File: config.mk
export PLATFORM = sky130hd
export DESIGN_NAME = coproc_io_sequencer
export DESIGN_NICKNAME = d
export VERILOG_FILES = /design/src/rtl/coproc_io_sequencer.sv
export SDC_FILE = /design/constraint.sdc
export NUM_CORES = 1
export LEC_CHECK = 0
export BUFFER_PORTS_ARGS = -buffer_cell sky130_fd_sc_hd__buf_2
export CAP_MARGIN = 20
export CORE_MARGIN = 2
export CORE_UTILIZATION = 35
export DETAILED_ROUTE_END_ITERATION = 16
export PLACE_DENSITY = 0.75
export SYNTH_ARGS = -nofsm -noshare
export SYNTH_HDL_FRONTEND = slang
export SYNTH_SLANG_ARGS = --single-unit
File: constraint.sdc
create_clock -name clk -period 1.7 [get_ports clk]
set_clock_uncertainty 0.05 [all_clocks]
set_input_delay 0 -clock clk [delete_from_list [all_inputs] [get_ports clk]]
set_output_delay 0 -clock clk [all_outputs]
set_load 0.02 [all_outputs]
File: src/rtl/coproc_io_sequencer.sv
// ---------------------------------------------------------------------------
// coproc_io_sequencer
//
// Sequences debug-host requests onto the datapath coprocessor I/O port. It
// halts, resumes and single-steps the core. While the core is halted it
// performs GPR/CSR reads and writes. A datapath break (breakSrc) seen while
// running halts the core automatically. This block is the only driver of the
// coprocessor I/O port.
//
// Ports
//   clk, reset                : clock; asynchronous active-low reset
//   req_valid/req_ready       : host request handshake
//   req_op, req_addr          : operation code; GPR index [4:0] or CSR address
//   req_wdata                 : write data for WRITE_GPR / WRITE_CSR
//   rsp_valid/rsp_ready       : response handshake (valid held until ready)
//   rsp_data, rsp_err         : read data or status word; request rejected
//   breakSrc                  : datapath break sources
//   coprocessorIODataIn       : register/CSR read data from the datapath
//   coprocessorIOAddr         : access address (zero outside an access)
//   coprocessorIOControl      : [0] GPR we, [1] read, [2] halt, [3] CSR sel,
//                               [4] CSR we
//   coprocessorIODataOut      : write data (zero outside an access)
//   halted, halt_cause        : core halted; 0 none, 1 host, 2 break, 3 step
//
// All outputs come straight from flops.
// ---------------------------------------------------------------------------
module coproc_io_sequencer #(
    parameter int N = 64
) (
    input  logic           clk,
    input  logic           reset,
    input  logic           req_valid,
    output logic           req_ready,
    input  logic [2:0]     req_op,
    input  logic [11:0]    req_addr,
    input  logic [N-1:0]   req_wdata,
    output logic           rsp_valid,
    input  logic           rsp_ready,
    output logic [N-1:0]   rsp_data,
    output logic           rsp_err,
    input  logic [1:0]     breakSrc,
    input  logic [N-1:0]   coprocessorIODataIn,
    output logic [14:0]    coprocessorIOAddr,
    output logic [4:0]     coprocessorIOControl,
    output logic [N-1:0]   coprocessorIODataOut,
    output logic           halted,
    output logic [1:0]     halt_cause
);

    typedef enum logic [2:0] {
        S_RUN,
        S_HALTED,
        S_ACCESS,
        S_STEP,
        S_RESP      // halted, with a response waiting for the host
    } state_t;

    localparam logic [2:0] OP_READ_GPR  = 3'd0;
    localparam logic [2:0] OP_WRITE_GPR = 3'd1;
    localparam logic [2:0] OP_READ_CSR  = 3'd2;
    localparam logic [2:0] OP_WRITE_CSR = 3'd3;
    localparam logic [2:0] OP_HALT      = 3'd4;
    localparam logic [2:0] OP_RESUME    = 3'd5;
    localparam logic [2:0] OP_STEP      = 3'd6;
    localparam logic [2:0] OP_STATUS    = 3'd7;

    localparam logic [4:0] CTRL_RUN       = 5'b00000;
    localparam logic [4:0] CTRL_HALT      = 5'b00100;
    localparam logic [4:0] CTRL_READ_GPR  = 5'b00110;
    localparam logic [4:0] CTRL_WRITE_GPR = 5'b00101;
    localparam logic [4:0] CTRL_READ_CSR  = 5'b01110;
    localparam logic [4:0] CTRL_WRITE_CSR = 5'b11100;

    localparam logic [1:0] CAUSE_NONE  = 2'd0;
    localparam logic [1:0] CAUSE_HOST  = 2'd1;
    localparam logic [1:0] CAUSE_BREAK = 2'd2;
    localparam logic [1:0] CAUSE_STEP  = 2'd3;

    state_t         state_q, state_n;
    logic [4:0]     ctrl_q, ctrl_n, acc_ctrl;
    logic [14:0]    addr_q, addr_n;
    logic [N-1:0]   dout_q, dout_n;
    logic           rsp_valid_q, rsp_valid_n;
    logic           rsp_err_q, rsp_err_n;
    logic [N-1:0]   rsp_data_q, rsp_data_n;
    logic [1:0]     cause_q, cause_n;
    logic           halted_q, halted_n;
    logic           req_ready_q, req_ready_n;
    logic           is_read_q, is_read_n;

    logic           accept;
    logic           brk;
    logic           range_err;
    logic [N-1:0]   status_word;
    logic           issue;
    logic           issue_err;
    logic [N-1:0]   issue_data;

    // NOTE: every signal assigned in this block gets a default first, so no
    // path through the case statements can leave one unassigned (no latches).
    always_comb begin
        accept      = req_valid && req_ready_q;
        brk         = (breakSrc != 2'b00);
        // GPR ops only address x0..x31; higher address bits must be clear.
        range_err   = !req_op[1] && (req_addr[11:5] != 7'd0);
        status_word = {{(N-3){1'b0}}, cause_q, halted_q};

        state_n     = state_q;
        addr_n      = '0;
        dout_n      = '0;
        acc_ctrl    = CTRL_HALT;
        is_read_n   = is_read_q;
        cause_n     = cause_q;
        issue       = 1'b0;
        issue_err   = 1'b0;
        issue_data  = '0;

        // A pending response is retired by rsp_ready; data/err clear with it.
        rsp_valid_n = rsp_valid_q && !rsp_ready;
        rsp_err_n   = rsp_valid_n ? rsp_err_q  : 1'b0;
        rsp_data_n  = rsp_valid_n ? rsp_data_q : '0;

        unique case (state_q)
            S_RUN: begin
                if (accept) begin
                    issue = 1'b1;
                    case (req_op)
                        OP_HALT: begin
                            state_n = S_RESP;
                            // A break in the same cycle wins over the host.
                            cause_n = brk ? CAUSE_BREAK : CAUSE_HOST;
                        end
                        OP_RESUME: cause_n    = CAUSE_NONE;
                        OP_STATUS: issue_data = status_word;
                        default:   issue_err  = 1'b1;
                    endcase
                end else if (brk) begin
                    // Auto-halt: no response. A response still owed to the
                    // host for an earlier request keeps the RESP hold.
                    cause_n = CAUSE_BREAK;
                    state_n = rsp_valid_n ? S_RESP : S_HALTED;
                end
            end

            S_HALTED: begin
                if (accept) begin
                    if (!req_op[2]) begin
                        if (range_err) begin
                            issue     = 1'b1;
                            issue_err = 1'b1;
                            state_n   = S_RESP;
                        end else begin
                            state_n   = S_ACCESS;
                            is_read_n = !req_op[0];
                            addr_n    = req_op[1] ? {3'b000, req_addr}
                                                  : {10'd0, req_addr[4:0]};
                            dout_n    = req_op[0] ? req_wdata : '0;
                            case (req_op[1:0])
                                OP_READ_GPR[1:0]:  acc_ctrl = CTRL_READ_GPR;
                                OP_WRITE_GPR[1:0]: acc_ctrl = CTRL_WRITE_GPR;
                                OP_READ_CSR[1:0]:  acc_ctrl = CTRL_READ_CSR;
                                default:           acc_ctrl = CTRL_WRITE_CSR;
                            endcase
                        end
                    end else begin
                        case (req_op)
                            OP_STEP: state_n = S_STEP;
                            OP_RESUME: begin
                                issue   = 1'b1;
                                state_n = S_RUN;
                                cause_n = CAUSE_NONE;
                            end
                            default: begin   // HALT, STATUS
                                issue      = 1'b1;
                                state_n    = S_RESP;
                                issue_data = (req_op == OP_STATUS) ? status_word : '0;
                            end
                        endcase
                    end
                end
            end

            S_ACCESS: begin
                // Read data is captured at the end of the single access cycle.
                issue      = 1'b1;
                issue_data = is_read_q ? coprocessorIODataIn : '0;
                state_n    = S_RESP;
            end

            S_STEP: begin
                issue   = 1'b1;
                cause_n = brk ? CAUSE_BREAK : CAUSE_STEP;
                state_n = S_RESP;
            end

            S_RESP: begin
                if (!rsp_valid_n) state_n = S_HALTED;
            end

            default: state_n = S_RUN;
        endcase

        if (issue) begin
            rsp_valid_n = 1'b1;
            rsp_err_n   = issue_err;
            rsp_data_n  = issue_data;
        end

        // Control follows the state being entered so it is valid from the
        // first cycle of that state.
        unique case (state_n)
            S_ACCESS:         ctrl_n = acc_ctrl;
            S_HALTED, S_RESP: ctrl_n = CTRL_HALT;
            default:          ctrl_n = CTRL_RUN;
        endcase

        halted_n    = !(state_n == S_RUN || state_n == S_STEP);
        req_ready_n = (state_n == S_RUN || state_n == S_HALTED) && !rsp_valid_n;
    end

    // NOTE: sequential state uses non-blocking assignments only, so every
    // flop samples the values settled before the edge.
    always_ff @(posedge clk or negedge reset) begin
        if (!reset) begin
            state_q     <= S_RUN;
            ctrl_q      <= CTRL_RUN;
            addr_q      <= '0;
            dout_q      <= '0;
            rsp_valid_q <= 1'b0;
            rsp_err_q   <= 1'b0;
            rsp_data_q  <= '0;
            cause_q     <= CAUSE_NONE;
            halted_q    <= 1'b0;
            req_ready_q <= 1'b1;
            is_read_q   <= 1'b0;
        end else begin
            state_q     <= state_n;
            ctrl_q      <= ctrl_n;
            addr_q      <= addr_n;
            dout_q      <= dout_n;
            rsp_valid_q <= rsp_valid_n;
            rsp_err_q   <= rsp_err_n;
            rsp_data_q  <= rsp_data_n;
            cause_q     <= cause_n;
            halted_q    <= halted_n;
            req_ready_q <= req_ready_n;
            is_read_q   <= is_read_n;
        end
    end

    assign req_ready            = req_ready_q;
    assign rsp_valid            = rsp_valid_q;
    assign rsp_err              = rsp_err_q;
    assign rsp_data             = rsp_data_q;
    assign coprocessorIOAddr    = addr_q;
    assign coprocessorIOControl = ctrl_q;
    assign coprocessorIODataOut = dout_q;
    assign halted               = halted_q;
    assign halt_cause           = cause_q;

endmodule
==> summary.md, run 1 <==
| Metric | Value |
|---|---|
| Die Outline Area | `0.02037 mm²` |
| H-tree depth | `4` |
| Final Hold Vio Count | `1` |
| Final Non-Filler Cells | `1287` |
| Worst Hold Class | `in -> async` |
| Count leader, synth | `dfrtp_1` |
| Initial antenna violation count | `1` |
| TritonCTS clock tree | `built` |
| Top-area cell type share of the netlist area | `57.22%` |
| Placed Instance Area | `0.008792 mm²` |
| CP arrival | `2.10 ns` |
| Via/cell ratio | `5.103` |
| Power Total | `11.08 mW` |
| Max Cap Viol | `0` |
| Clk sinks | `155` |
| Reg2Reg Setup Slack | `-0.15 ns` |
| Worst IR Drop VDD | `0.6856 mV` |
| First-pass GRT wire length | `36.53 mm` |
| Startpoint Class | `flop` |
| Status | `finished, violations left` |
| Area Overhead vs Synth | `68.12%` |
| Register area share after synthesis | `57.61%` |
| I/O Buffers | `299` |
| Layout Nets | `1187` |
| YS warnings | `0` |
| Fin util | `60.33%` |
| Crit Path Class | `reg -> reg` |
| Most common library cells after synthesis | `dfrtp_1, and2_1, nand2_1` |
| Die W | `142.7 µm` |
| Dpl cells | `1086` |
| FF+latch count, synth | `155` |
| Number of synthesized flops with an enable pin | `0` |
| First drt pass iteration count | `5` |
| Avg WL per Cell | `19.18 µm` |
| Fin crit share | `109.0%` |
| Via count | `6568` |
| Slew Viols, Final | `0` |
| Synth cell types | `47` |
| Largest net degree at the start of global routing | `53` |
| Crit path max fanout | `12` |
| GRT overflow | `0` |
| Post-DRT Antenna Nets | `0` |
| IO Pins | `303` |
| Inserted Clock Buffers | `17` |
| Pre-CTS setup slack | `-0.05809 ns` |
| Vias in the first global route | `6777` |
| Final TNS setup | `-11.19 ns` |
| Layout fillers | `1443` |
| Synth top area cells | `dfrtp_1, o211ai_2, a22oi_1` |
| Worst hold margin | `-0.002496 ns` |
| Syn avg cell area | `12.05 µm²` |
| Syn Std Cell Area | `0.006735 mm²` |
| # DRC | `0` |
| Starting Density | `35.89%` |
| Core Rows | `50` |
| # setup viols final | `136` |
| HPWL after DPL | `14.22 mm` |
| Total Wirelength | `24.68 mm` |
| FFs w/ async S/R, synth | `100.0%` |
| Core area | `0.01877 mm²` |
| Synth area leader | `dfrtp_1` |
| Final setup margin | `-0.1535 ns` |
| Cell chosen for the clock root | `clkbuf_16` |
| RSZ-0062 raised after global routing | `yes` |
| P per Cell Area | `978.5 mW/mm²` |
| Post-Layout Inst Area | `0.01132 mm²` |
| Initial DRC Count | `322` |
| Chip Height | `142.7 µm` |
| Failing checks | `negative hold slack, negative setup slack` |
| Clock Latency Late Sink | `0.42 ns` |
| Synth Instances | `559` |
| Shortest period the worst path allows | `1.853 ns` |
| Gr usage total | `23.19%` |
| Main flop type after synthesis | `dfrtp_1` |
| GPL Wtd Cong | `0.8530` |
| Clock Path Buffers | `2` |
| CP Capture Type | `flop` |
| Layout cell share with drive strength beyond 1 | `47.10%` |
| WP data required | `1.95 ns` |
| Lkg Pwr | `6.079 nW` |
| FMAX | `0.5395 GHz` |
| CTS clk-pin slew, worst paths | `0.07 ns` |
==> worst max-delay path: stages (launching register included) <==
cell	delay [ns]
dfrtp_1	0.44
or2_4	0.27
or3_4	0.51
buf_12	0.20
o211ai_1	0.18
nand2_1	0.08
==> final timing paths <==
check / start / to / cells after the start
setup / recovery: state_q[1]$_DFF_PN0_ / rsp_data[11]$_DFFE_PN0P_ / 5
hold / removal: reset / rsp_data[63]$_DFFE_PN0P_ / 2
setup reg to reg: state_q[1]$_DFF_PN0_ / rsp_data[11]$_DFFE_PN0P_ / 5
hold reg to reg: rsp_err$_DFFE_PN0P_ / rsp_err$_DFFE_PN0P_ / 2
max in group asynchronous: reset / rsp_data[58]$_DFFE_PN0P_ / 3
min in group clk: req_op[2] / req_ready$_DFF_PN1_ / 5
==> cell usage in the layout (no fill, tap or decap), types with 3 or more instances in the layout <==
| cell | instances |
|---|---|
| nand3_1 | 4 |
| a21oi_1 | 13 |
| conb_1 | 3 |
| and2_1 | 57 |
| o211ai_2 | 60 |
| dlygate4sd3_1 | 143 |
| a22oi_1 | 61 |
| clkbuf_16 | 21 |
| dfrtp_1 | 154 |
| buf_4 | 31 |
| inv_6 | 7 |
| buf_12 | 20 |
| o211ai_1 | 3 |
| nand2_1 | 64 |
| nor2_1 | 6 |
| and3_1 | 14 |
| buf_2 | 298 |
| and2_4 | 9 |
| o21ai_0 | 3 |
| nand2b_1 | 4 |
| buf_6 | 13 |
==> sequential cells by signal, indices dropped and copies added (netlist names) <==
register              count
coprocessorIODataOut     64
rsp_data                 64
coprocessorIOAddr        12
coprocessorIOControl      5
state_q                   3
halt_cause                2
halted                    1
is_read_q                 1
req_ready                 1
rsp_err                   1
rsp_valid                 1
==> report_power, final <==
group          leakage (nW)  switching [mW]  internal [mW]
clock                 0.300            1.73           2.23
combinational          3.63            1.57           1.52
sequential             2.14           0.146           3.88
==> routing by layer <==
| layer | track usage (%) | wire (µm) |
|---|---|---|
| met1 | 26.99 | 9415 |
| met4 | 9.119 | 784 |
| met3 | 7.378 | 1819 |
| met2 | 39.85 | 12660 |
| met5 | 0 | 0 |
==> cell type report <==
cell class	instances	area, µm²	area share (%)
clock buffer	17	425.4	3.757
timing repair buffer	512	3860	34.09
inverter	2	7.507	0.06630
antenna	2	5.005	0.04420
tap	234	292.8	2.586
multi-input combinational	350	2674	23.61
clock inverter	15	178.9	1.580
sequential	155	3880	34.27
==> kinds of logic (layout without fill, tap and decap cells) <==
| logic type | after synthesis | count (layout) | share of synthesized area [%] |
|---|---|---|---|
| AOI/OAI and AO/OA | 159 | 159 | 22.24 |
| and+or+nand+nor | 184 | 185 | 14.82 |
| DFF | 155 | 155 | 57.61 |
| muxes | 3 | 3 | 0.4830 |
| buffers and inverters | 57 | 546 | 4.793 |
| other | 1 | 5 | 0.05568 |
==> what timing repair did <==
action | in CTS | in global routing
setup endpoints to repair | 96 | 137
gates resized for setup | 16 | 35
cloned | 2 | 7
setup buffers | 7 | 10
endpoints found under the hold margin | 298 | 0
pin swaps | 1 | 14
hold buffers | 143 | 0
(Power assumes the default switching activity.)
==> run 2, diff against run 1 <==
--- a/config.mk
+++ b/config.mk
@@ -8,9 +8,9 @@
 export BUFFER_PORTS_ARGS = -buffer_cell sky130_fd_sc_hd__buf_2
 export CAP_MARGIN = 20
 export CORE_MARGIN = 2
-export CORE_UTILIZATION = 35
+export CORE_UTILIZATION = 43
 export DETAILED_ROUTE_END_ITERATION = 16
-export PLACE_DENSITY = 0.75
+export PLACE_DENSITY = 0.87
 export SYNTH_ARGS = -nofsm -noshare
 export SYNTH_HDL_FRONTEND = slang
 export SYNTH_SLANG_ARGS = --single-unit
==> run 2 against run 1 <==
  * The flow finishes with violations (negative setup slack)
  * Worst setup slack improved by 0.026 ns
  * Core utilization rose by 12 points
  * Die area fell by 18%
  * Wire length rose by 6.7%
  * Critical path type unchanged
  * Critical endpoint is now coprocessorIODataOut[11]$_DFF_PN0_
==> summary.md, run 2 (synthesis gave the netlist of run 1 again) <==
| Metric | Value |
|---|---|
| I/O Buffers | `299` |
| Cell Chain, Critical Path | `or3b_4 -> nor3_4 -> and3_4 -> clkbuf_16 -> and2_1` |
| Pre-CTS setup slack | `-0.05232 ns` |
| Reg2Reg Setup Slack | `-0.13 ns` |
| Startpoint Class | `flop` |
| FMAX | `0.5473 GHz` |
| Layout Nets | `1176` |
| Most frequent cells in the layout | `buf_2, dfrtp_1, dlygate4sd3_1` |
| Cell chosen for the clock root | `clkbuf_16` |
| Commonest non-fill, non-tap cell in the layout | `buf_2` |
| Slew Viols, Final | `0` |
| First-pass GRT wire length | `37.34 mm` |
| Post-DRT Antenna Nets | `0` |
| TritonCTS clock tree | `built` |
| Sequential fraction of design power | `37.1%` |
| Psw | `3.311 mW` |
| Vias in the first global route | `7029` |
| Starting Density | `44.14%` |
| Worst Hold Path Cells | `5` |
| P per Cell Area | `973.6 mW/mm²` |
| RSZ-0062 raised after global routing | `yes` |
| Clock Latency Late Sink | `0.41 ns` |
| WHS Endpoint | `rsp_data[51]$_DFFE_PN0P_` |
| Core area | `0.01526 mm²` |
| Power Total | `10.82 mW` |
| Gate power share | `25.1%` |
| Initial DRC Count | `437` |
| Initial antenna violation count | `3` |
| Core Rows | `45` |
| Status | `finished, violations left` |
| IO Pins | `303` |
| Final TNS setup | `-4.096 ns` |
| HPWL after DPL | `14.08 mm` |
| WP data required | `1.99 ns` |
| First drt pass iteration count | `4` |
| Failing checks | `negative setup slack` |
| Switch share | `30.61%` |
| Clock Path Buffers | `2` |
| Lkg Pwr | `6.002 nW` |
| Total Wirelength | `26.34 mm` |
| Critical Path Max Stage Delay | `0.42 ns` |
| Crit Reg-Reg Endpoint | `coprocessorIODataOut[11]$_DFF_PN0_` |
| Layout fillers | `988` |
| GRT overflow | `0` |
| # setup viols final | `118` |
| Via count | `6709` |
| Worst Hold Class | `in -> reg` |
| Family with the most delay on the worst path | `simple AND/OR/NAND/NOR gates` |
| Avg WL per Cell | `21.00 µm` |
| Final setup margin | `-0.1273 ns` |
| Largest net degree at the start of global routing | `69` |
| Clk sinks | `155` |
| CP bufs+invs | `1` |
| Chip Height | `129.2 µm` |
| Fin crit share | `107.5%` |
| FF-to-FF path depth | `5` |
| GPL Wtd Cong | `0.8555` |
| Dpl cells | `1068` |
| Die W | `129.2 µm` |
| Pint | `7.504 mW` |
| CP Capture Type | `flop` |
| Gr usage total | `29.37%` |
| Die Outline Area | `0.01668 mm²` |
| Critical-path top delay cell | `dfrtp_1` |
| Inserted Clock Buffers | `17` |
| CP arrival | `2.12 ns` |
| Max Cap Viol | `0` |
| Worst hold margin | `0.04507 ns` |
| Crit Path Class | `reg -> reg` |
| Final Non-Filler Cells | `1254` |
| Clock network power share | `37.7%` |
| CTS clk-pin slew, worst paths | `0.08 ns` |
| Worst Min Path Start | `rsp_ready` |
| Worst IR Drop VDD | `0.6831 mV` |
| Via/cell ratio | `5.350` |
| Final Hold Vio Count | `0` |
| R2r startpoint | `state_q[1]$_DFF_PN0_` |
| # DRC | `0` |
| Layout cell share with drive strength beyond 1 | `47.79%` |
| Crit path max fanout | `16` |
| Area Overhead vs Synth | `64.93%` |
| H-tree depth | `4` |
| Shortest period the worst path allows | `1.827 ns` |
==> run 2: cell types whose count changed in the layout (fill, tap and decap cells not counted), sizes merged <==
cell      before  now
and3b          3    4
buf          365  354
bufinv         2    3
clkbuf        21   22
clkinv         4    0
clkinvlp       0    2
diode          2    3
or3            3    2
==> run 2: final cells by class <==
type / count / area, µm² / share of cell area (%)
clock inverter: 14 / 196.4 / 1.768
antenna: 3 / 7.507 / 0.06758
clock buffer: 18 / 429.2 / 3.863
timing repair buffer: 501 / 3637 / 32.74
multi-input combinational: 350 / 2686 / 24.18
inverter: 2 / 7.507 / 0.06758
sequential: 155 / 3880 / 34.93
tap: 211 / 264.0 / 2.377
==> run 2: how the worst max path moves through the flow <==
stage                                               endpoint                 start  cells past startpoint
final                     coprocessorIODataOut[11]$_DFF_PN0_  state_q[1]$_DFF_PN0_                      5
after CTS                           rsp_data[13]$_DFFE_PN0P_  state_q[1]$_DFF_PN0_                      5
after detailed placement            rsp_data[13]$_DFFE_PN0P_  state_q[1]$_DFF_PN0_                      5
after global routing      coprocessorIODataOut[11]$_DFF_PN0_  state_q[1]$_DFF_PN0_                      5
after global placement               rsp_data[7]$_DFFE_PN0P_  state_q[0]$_DFF_PN0_                      6
after floorplan                     rsp_data[10]$_DFFE_PN0P_   req_ready$_DFF_PN1_                      7
==> run 2: stage by stage <==
stage | cell area [µm²] | util (%)
after floorplan | 6825 | -
after global placement | 8762 | 57.43
after detailed placement | 8762 | 57.43
after CTS | 10880 | 71.33
after global routing | 11110 | 72.80
final | 11110 | 72.80
==> run 2: layer usage <==
layer / share of wire, % / wire [µm] / vias up / global-route usage, %
met3: 8.0 / 2104 / 107 / 8.629
li1: - / - / 2956 / -
met4: 5.5 / 1456 / 0 / 15.47
met1: 36 / 9489 / 3260 / 33.02
met2: 50 / 13290 / 386 / 50.59
met5: 0 / 0 / - / 0
==> run 2: power groups by stage <==
| stage | Sequential (mW) | Clock, mW | Combinational (mW) |
|---|---|---|---|
| 4_1_cts | 4.01 | 4.10 | 2.56 |
| 3_5_place_dp | 4.07 | 0 | 2.26 |
| 6_report | 4.02 | 4.08 | 2.72 |
| 3_3_place_gp | 4.07 | 0 | 2.23 |
| 2_1_floorplan | 4.24 | 0 | 1.09 |
| 5_1_grt | 4.03 | 4.31 | 2.90 |
==> run 2: worst register-to-register path: stages (launching register included) <==
cell and delay, ns:
dfrtp_1 0.42, or3b_4 0.41, nor3_4 0.13, and3_4 0.32, clkbuf_16 0.21, and2_1 0.21
==> run 2: what timing repair did <==
action,4_1_cts,5_1_grt
endpoints found under the setup margin,127,133
buffers inserted,0,1
endpoints found under the hold margin,297,0
hold buffers,144,0
gates resized for setup,6,35
cloned,1,5
pin swaps,2,20
